$ cat src/rtl/statled_sched.sv
// statled_sched: frame-aligned round-robin status LED scheduler (clk, rst async; req[3:0], code0..code3 in; status, grant, busy, frame_end out)
module statled_sched #(
  parameter int FRAME_CLKCNT = 17000,
  parameter int REPEAT = 2,
  parameter int tDLY = 1
) (
  input  logic       clk,
  input  logic       rst,
  input  logic [3:0] req,
  input  logic [2:0] code0,
  input  logic [2:0] code1,
  input  logic [2:0] code2,
  input  logic [2:0] code3,
  output logic [3:0] status,
  output logic [3:0] grant,
  output logic       busy,
  output logic       frame_end
);
  localparam int CW = $clog2(FRAME_CLKCNT);
  if (FRAME_CLKCNT < 2 || FRAME_CLKCNT > (1 << 24) || REPEAT < 1 || REPEAT > 15 || tDLY < 0) begin : g_bad
    $error("statled_sched: illegal parameter");
  end
  typedef enum logic {IDLE, SHOW} state_t;
  state_t        st;
  logic [CW-1:0] cnt;
  logic [3:0]    rep;
  logic [1:0]    ptr;
  logic [1:0]    win;
  logic [3:0]    elig;
  logic [2:0]    code [4];
  logic          any;
  logic          hold;
  assign code = '{code0, code1, code2, code3};
  for (genvar g = 0; g < 4; g++) begin : g_elig
    assign elig[g] = req[g] && code[g] != 3'd0 && code[g] != 3'd7;
  end
  assign frame_end = cnt == CW'(FRAME_CLKCNT - 1);
  assign hold = st == SHOW && |(grant & elig) && rep < 4'(REPEAT - 1);
  always_comb begin
    win = ptr;
    any = 1'b0;
    for (int i = 3; i >= 0; i--)
      if (elig[ptr + 2'(i)]) begin
        win = ptr + 2'(i);
        any = 1'b1;
      end
  end
  always_ff @(posedge clk or posedge rst)
    if (rst) begin
      cnt    <= '0;
      st     <= IDLE;
      rep    <= '0;
      ptr    <= '0;
      status <= '0;
      grant  <= '0;
      busy   <= 1'b0;
    end else begin
      cnt <= frame_end ? '0 : cnt + CW'(1);
      if (frame_end) begin
        if (hold)
          rep <= rep + 4'd1;
        else if (any) begin
          st     <= SHOW;
          busy   <= 1'b1;
          grant  <= 4'b0001 << win;
          status <= {1'b0, code[win]};
          rep    <= '0;
          ptr    <= win + 2'd1;
        end else begin
          st     <= IDLE;
          busy   <= 1'b0;
          grant  <= '0;
          status <= '0;
          rep    <= '0;
        end
      end
    end
endmodule

$ cat config.mk
export PLATFORM = sky130hd
export DESIGN_NAME = statled_sched
export DESIGN_NICKNAME = d
export VERILOG_FILES = /design/src/rtl/statled_sched.sv
export SDC_FILE = /design/constraint.sdc
export NUM_CORES = 1
export LEC_CHECK = 0
export ABC_AREA = 1
export ABC_CLOCK_PERIOD_IN_PS = 2400
export CORE_UTILIZATION = 43
export CTS_BUF_LIST = sky130_fd_sc_hd__clkbuf_16
export DETAILED_ROUTE_END_ITERATION = 6
export MAX_ROUTING_LAYER = met4
export PLACE_DENSITY = 0.74
export SYNTH_ARGS = -nofsm -noshare
export SYNTH_HDL_FRONTEND = slang
export SYNTH_SLANG_ARGS = --single-unit
$ cat constraint.sdc
create_clock -name clk -period 2.4 [get_ports clk]
set_input_delay 0.36 -clock clk [delete_from_list [all_inputs] [get_ports clk]]
set_output_delay 0.36 -clock clk [all_outputs]
set_load 0.02 [all_outputs]
Word level (Yosys, flattened, before mapping)
Index checks and enable logic that the tools add are counted.
{"block": "word_totals", "reg_bits": 30, "inputBits": 18, "out_inout_bits": 10, "elab_cells": 68}
{"block": "op_classes", "add_sub_neg": 6, "order_cmp": 6, "eq_ne": 5, "shifts": 1, "mux": 24, "n_bitwise": 3, "n_reduce_logical": 17}
{"op": "15-bit by 1-bit adder with 15-bit output (second input constant)", "count": 1}
{"op": "15-bit equality test (second input constant)", "count": 1}
{"op": "15-bit two-way mux", "count": 1}
{"op": "2-bit by 3-bit less-than comparator with 1-bit output (second input constant)", "count": 4}
{"op": "3-bit inequality test (second input constant)", "count": 4}
{"op": "3-bit nonzero test", "count": 4}
{"op": "1-bit logical AND", "count": 10}
{"op": "1-bit two-way mux", "count": 9}
{"op": "3-bit two-way mux", "count": 3}
{"op": "1-bit binary-select mux with 2-bit select", "count": 4}
{"op": "2-bit two-way mux", "count": 4}
{"op": "4-bit two-way mux", "count": 2}
{"op": "3-bit binary-select mux with 2-bit select", "count": 1}
{"op": "2-bit by 1-bit adder with 2-bit output (second input constant)", "count": 2}
{"op": "2-bit adder (second input constant)", "count": 2}
{"op": "4-bit by 1-bit adder with 4-bit output (second input constant)", "count": 1}
{"op": "4-bit bitwise AND", "count": 1}
{"op": "4-bit by 1-bit less-than comparator with 1-bit output (second input constant)", "count": 1}
{"op": "4-bit OR reduction", "count": 1}
{"op": "1-bit by 2-bit left shift with 4-bit output (first input constant)", "count": 1}
{"op": "3-bit >= comparator (second input constant)", "count": 1}
{"op": "2-bit NOT with 3-bit output", "count": 1}
{"op": "3-bit AND reduction", "count": 1}
{"op": "2-bit AND reduction", "count": 1}
{"op": "1-bit NOT", "count": 1}

Longest topological paths before layout
Gate-level depths: netlist of the first run.
{"block": "depth", "word_depth": 14, "depth_mapped": 15, "mapped_depth_nobuf": 15}

Worst setup path after synthesis of the first run
OpenSTA, ideal clock, no wires.
{"block": "synth_timing", "path_kind": "reg2reg", "from": "register ptr[0]", "to": "register ptr[1]", "setup_ns": 0.122, "arrival_time_ns": 1.702, "t_required_ns": 2.278, "path_slack_ns": 0.576, "stages_incl_launch_ff": 15, "n_path_buf": 1, "path_cell_list": "dfrtp_1 > buf_6 > inv_6 > nand4_1 > nand2_1 > nand2_1 > nand2_2 > clkinv_1 > o21ai_4 > nand2_2 > nand2_4 > nand2_4 > ha_1 > nand2_1 > o21ai_1"}
{"block": "synth_via", "elab_chain_cells": 8, "elab_cells_between_ends": 21, "cone_classes": "add/sub (4); mux (16); reduce/logical (1)"}
{"element": "start, declared", "line_no": "27", "source": "logic [1:0] ptr;"}
{"element": "start signal, assigned", "line_no": "68", "source": "ptr <= win + 2'd1;"}
{"element": "2-bit adder", "line_no": "43, 44"}
{"element": "1-bit binary-select mux with 2-bit select", "line_no": "43", "source": "if (elig[ptr + 2'(i)]) begin"}
{"element": "1-bit two-way mux (not written as such)", "line_no": "43"}
{"element": "2-bit two-way mux / 1-bit two-way mux (equally long branches) (4 in a row)", "line_no": "43"}
{"element": "2-bit by 1-bit adder with 2-bit output / 3-bit AND reduction (equally long branches)"}
Parallel ways exist; a longest one is shown, timed or not. The select of a mux whose other input is x is not followed.
A chain may end at the register's enable or synchronous reset.

Final worst setup path of the first run
{"block": "layout_timing", "from": "input port code2[2]", "to": "register ptr[1]"}
{"block": "layout_via", "elab_chain_cells": 10, "elab_cells_between_ends": 27, "cone_classes": "add/sub (1); eq/ne (1); mux (16); bitwise (2); reduce/logical (7)"}
{"element": "start, declared", "line_no": "12", "source": "input logic [2:0] code2,"}
{"element": "3-bit nonzero test", "line_no": "35", "source": "assign elig[g] = req[g] && code[g] != 3'd0 && code[g] != 3'd7;"}
{"element": "1-bit logical AND", "line_no": "35"}
{"element": "1-bit logical AND *", "line_no": "35"}
{"element": "1-bit binary-select mux with 2-bit select", "line_no": "43"}
{"element": "1-bit two-way mux (not written as such)", "line_no": "43"}
{"element": "2-bit two-way mux / 1-bit two-way mux (equally long branches) (4 in a row)", "line_no": "43"}
{"element": "2-bit by 1-bit adder with 2-bit output / 3-bit AND reduction (equally long branches)"}
Mark *: on every way between the ends. The rest lies on a longest branch, timed or not. The select of a mux whose other input is x is not followed.

==> metrics.txt, run 1 <==
Area growth syn-to-layout 26.5%; most frequent cells in the layout nand2_1, nand3_1, dfrtp_1; syn_nets 275; fin nets 313; CTS sink cnt 29; sequential area share after synthesis 38.1%; Clock Latency Late Sink 0.28 ns; Worst Hold Margin 0.465 ns; height of the die 68.6 um; Root Buffer clkbuf_16; adder-cell area share of the yosys netlist 4.60%; share of the synthesized area in the top cell type 38.1%; share of cells above drive strength 1 13.8%; antenna cell count 0; outcome finished clean; actual slew at the worst max-slew pin 0.526 ns; detailed-route DRC error count 0; worst hold path class in2async; WP data required 2.56 ns; PwrDens 512 nW/um^2; initial antenna violation count 0; CTS tree yes; routability cong. 0.898; Worst setup SP type input port; Finished Core Util 58.6%; period utilization 88.3%; top achievable clock speed 0.472 GHz; die area 4700 um^2; proportion of synthesized area in mux cells 0%; Max-Cap Viols 0; endpoints failing setup 0; site row count 23; crit-path most repeated cell nand2_1; core area 4120 um^2; mapped cell area 1900 um^2; Final Power 1.23 mW; Post-Synth Simple-Gate Area 38.6%; CTS clk-pin slew, worst paths 0.05 ns; number of distinct library cells after synthesis 34; largest family of logic cells by synthesized area simple AND/OR/NAND/NOR gates; Critical Path, Cell by Cell clkdlybuf4s50_1 > nor2_1 > nand2_1 > nand4_1 > nand2_1 > nand2_1 > nand2_2 > clkinv_1 > o21ai_4 > nand2_2 > nand2_4 > nand2_4 > ha_1 > nand2_1 > o21ai_1; largest net degree at the start of global routing 30; hold buffer count at CTS 0; most common cell after layout, fill and taps aside nand2_1; CP endpoint kind flip-flop; minimum clock period 2.12 ns; CP max FO 6; first-pass GRT wire length 7.11 mm; Die Wd 68.6 um; starting density of the core 46.3%; Synth Area in XOR/XNOR 4.07%; total CTS buffers 5; io pins 28; Slowest Stage Delay on Critical Path 0.52 ns; ANT nets after route 0; RSZ-0062 raised after global routing no; CTS Buffer Depth 2; DR iter-0 viols 125; Hold Violations, Final 0; setup TNS 0 ns; first drt pass iteration count 4; Crit. Startpoint code2[2]; Peak supply drop 0.000420 V; DR WL/cell 12.5 um; Setup CP Type in2reg; final max-slew violation count 0; post-synth top area cell dfrtp_1; Slowest-stage cell, CP clkdlybuf4s50_1; average cell area after synthesis 7.62 um^2; vias per cell 5.05; Yosys reg bits 29; Synth Area in Compound Gates 5.52%; relative slew slack 64.6%; Leak 1.17 nW; H-tree depth 2; GRT Total Usage 21.8%; gr ovfl total 0; clock skew 0.00577 ns; vias in the first global route 1601; drt total wl 4.25 mm; Syn Inst Count 250; dpl hpwl 3.21 mm; Synth Warn # 0; critical path arrival 2.28 ns; DR vias 1711; r2r startpoint ptr[0]; Area contributors post-synth dfrtp_1, nand2_1, nand3_1; I/O Buffers 26
[power by group]
group	switching (mW)	internal (mW)	total, mW
Sequential	0	0.490	0.490
Clock	0.219	0.379	0.598
Combinational	0.0822	0.0634	0.146
[flip-flops by register name, indices dropped and copies added (netlist names)]
| name | count |
|---|---|
| cnt | 15 |
| grant | 4 |
| ptr | 2 |
| rep | 4 |
| st | 1 |
| status | 3 |
[routing by layer]
layer	up-vias	GRT usage, %	part of all wire (%)
li1	898	-	-
met1	764	26.5	47
met2	42	33.9	45
met3	7	5.92	6.2
met4	0	9.11	1.4
met5	-	-	0
[worst paths after layout]
check	end	slack, ns	cells after the start
max	ptr[1]	0.28	15
min	st	0.46	3
max reg2reg	ptr[1]	0.31	11
min reg2reg	cnt[0]	0.47	1
max in group asynchronous	status[1]	1.66	3
min in group clk	cnt[0]	0.47	1
[what timing repair did]
action | in CTS | in global routing
gates resized for setup | 0 | 1
buffers inserted | 0 | 0
setup endpoints to repair | 0 | 1
[kinds of logic (layout without fill, tap and decap cells)]
group                    Yosys count  count (layout)
adder cells (fa/ha/maj)            7               7
other                              1               1
flip-flops                        29              29
AND/OR/NAND/NOR                  149             149
AO/OA/AOI/OAI                     16              16
buffers and inverters             40              79
XOR/XNOR                           8               8
[layout make-up]
| cell class | count | area [um^2] |
|---|---|---|
| repair buffers | 35 | 330 |
| multi-input cells | 181 | 1010 |
| well taps | 50 | 62.6 |
| clock inverters | 3 | 17.5 |
| fillers | 369 | 1710 |
| clock buffers | 5 | 125 |
| inverters | 36 | 140 |
| flip-flops and latches | 29 | 726 |
[critical path, delay by kind of cell]
kind                     cells  cell delay, ns
buffers and inverters        2            0.61
AO/OA/AOI/OAI                2            0.15
adder cells (fa/ha/maj)      1            0.27
AND/OR/NAND/NOR             10            0.87
[synthesized netlist by cell type (all sizes together)]
cell type	count
ha	7
inv	35
o21bai	1
dfrtp	29
nand3	37
o2111a	1
buf	3
conb	1
a21oi	3
o21ai	8
clkinv	1
clkbuf	1
nor4	3
nand2	60
nand4	16
o31ai	1
nor3b	2
nand3b	1
xor2	7
xnor2	1
nor3	4
a31oi	2
nor2	26
[stage by stage]
stage | instance area, um^2 | worst slack (ns) | instances
detailed placement | 2260 | 0.0243 | 331
floorplan | 1900 | 0.576 | 250
finish | 2410 | 0.281 | 339
CTS | 2410 | 0.0715 | 339
global route | 2410 | 0.114 | 339
global placement | 2260 | 0.0562 | 331
Power figures use the tool's default switching activity.
==> run 2: changes to the inputs <==
--- a/config.mk
+++ b/config.mk
@@ -12,6 +12,7 @@
 export DETAILED_ROUTE_END_ITERATION = 6
 export MAX_ROUTING_LAYER = met4
 export PLACE_DENSITY = 0.74
+export SLEW_MARGIN = 25
 export SYNTH_ARGS = -nofsm -noshare
 export SYNTH_HDL_FRONTEND = slang
 export SYNTH_SLANG_ARGS = --single-unit
==> results of run 2 <==
Final layout, timing and power as in run 1 (identical DEF).
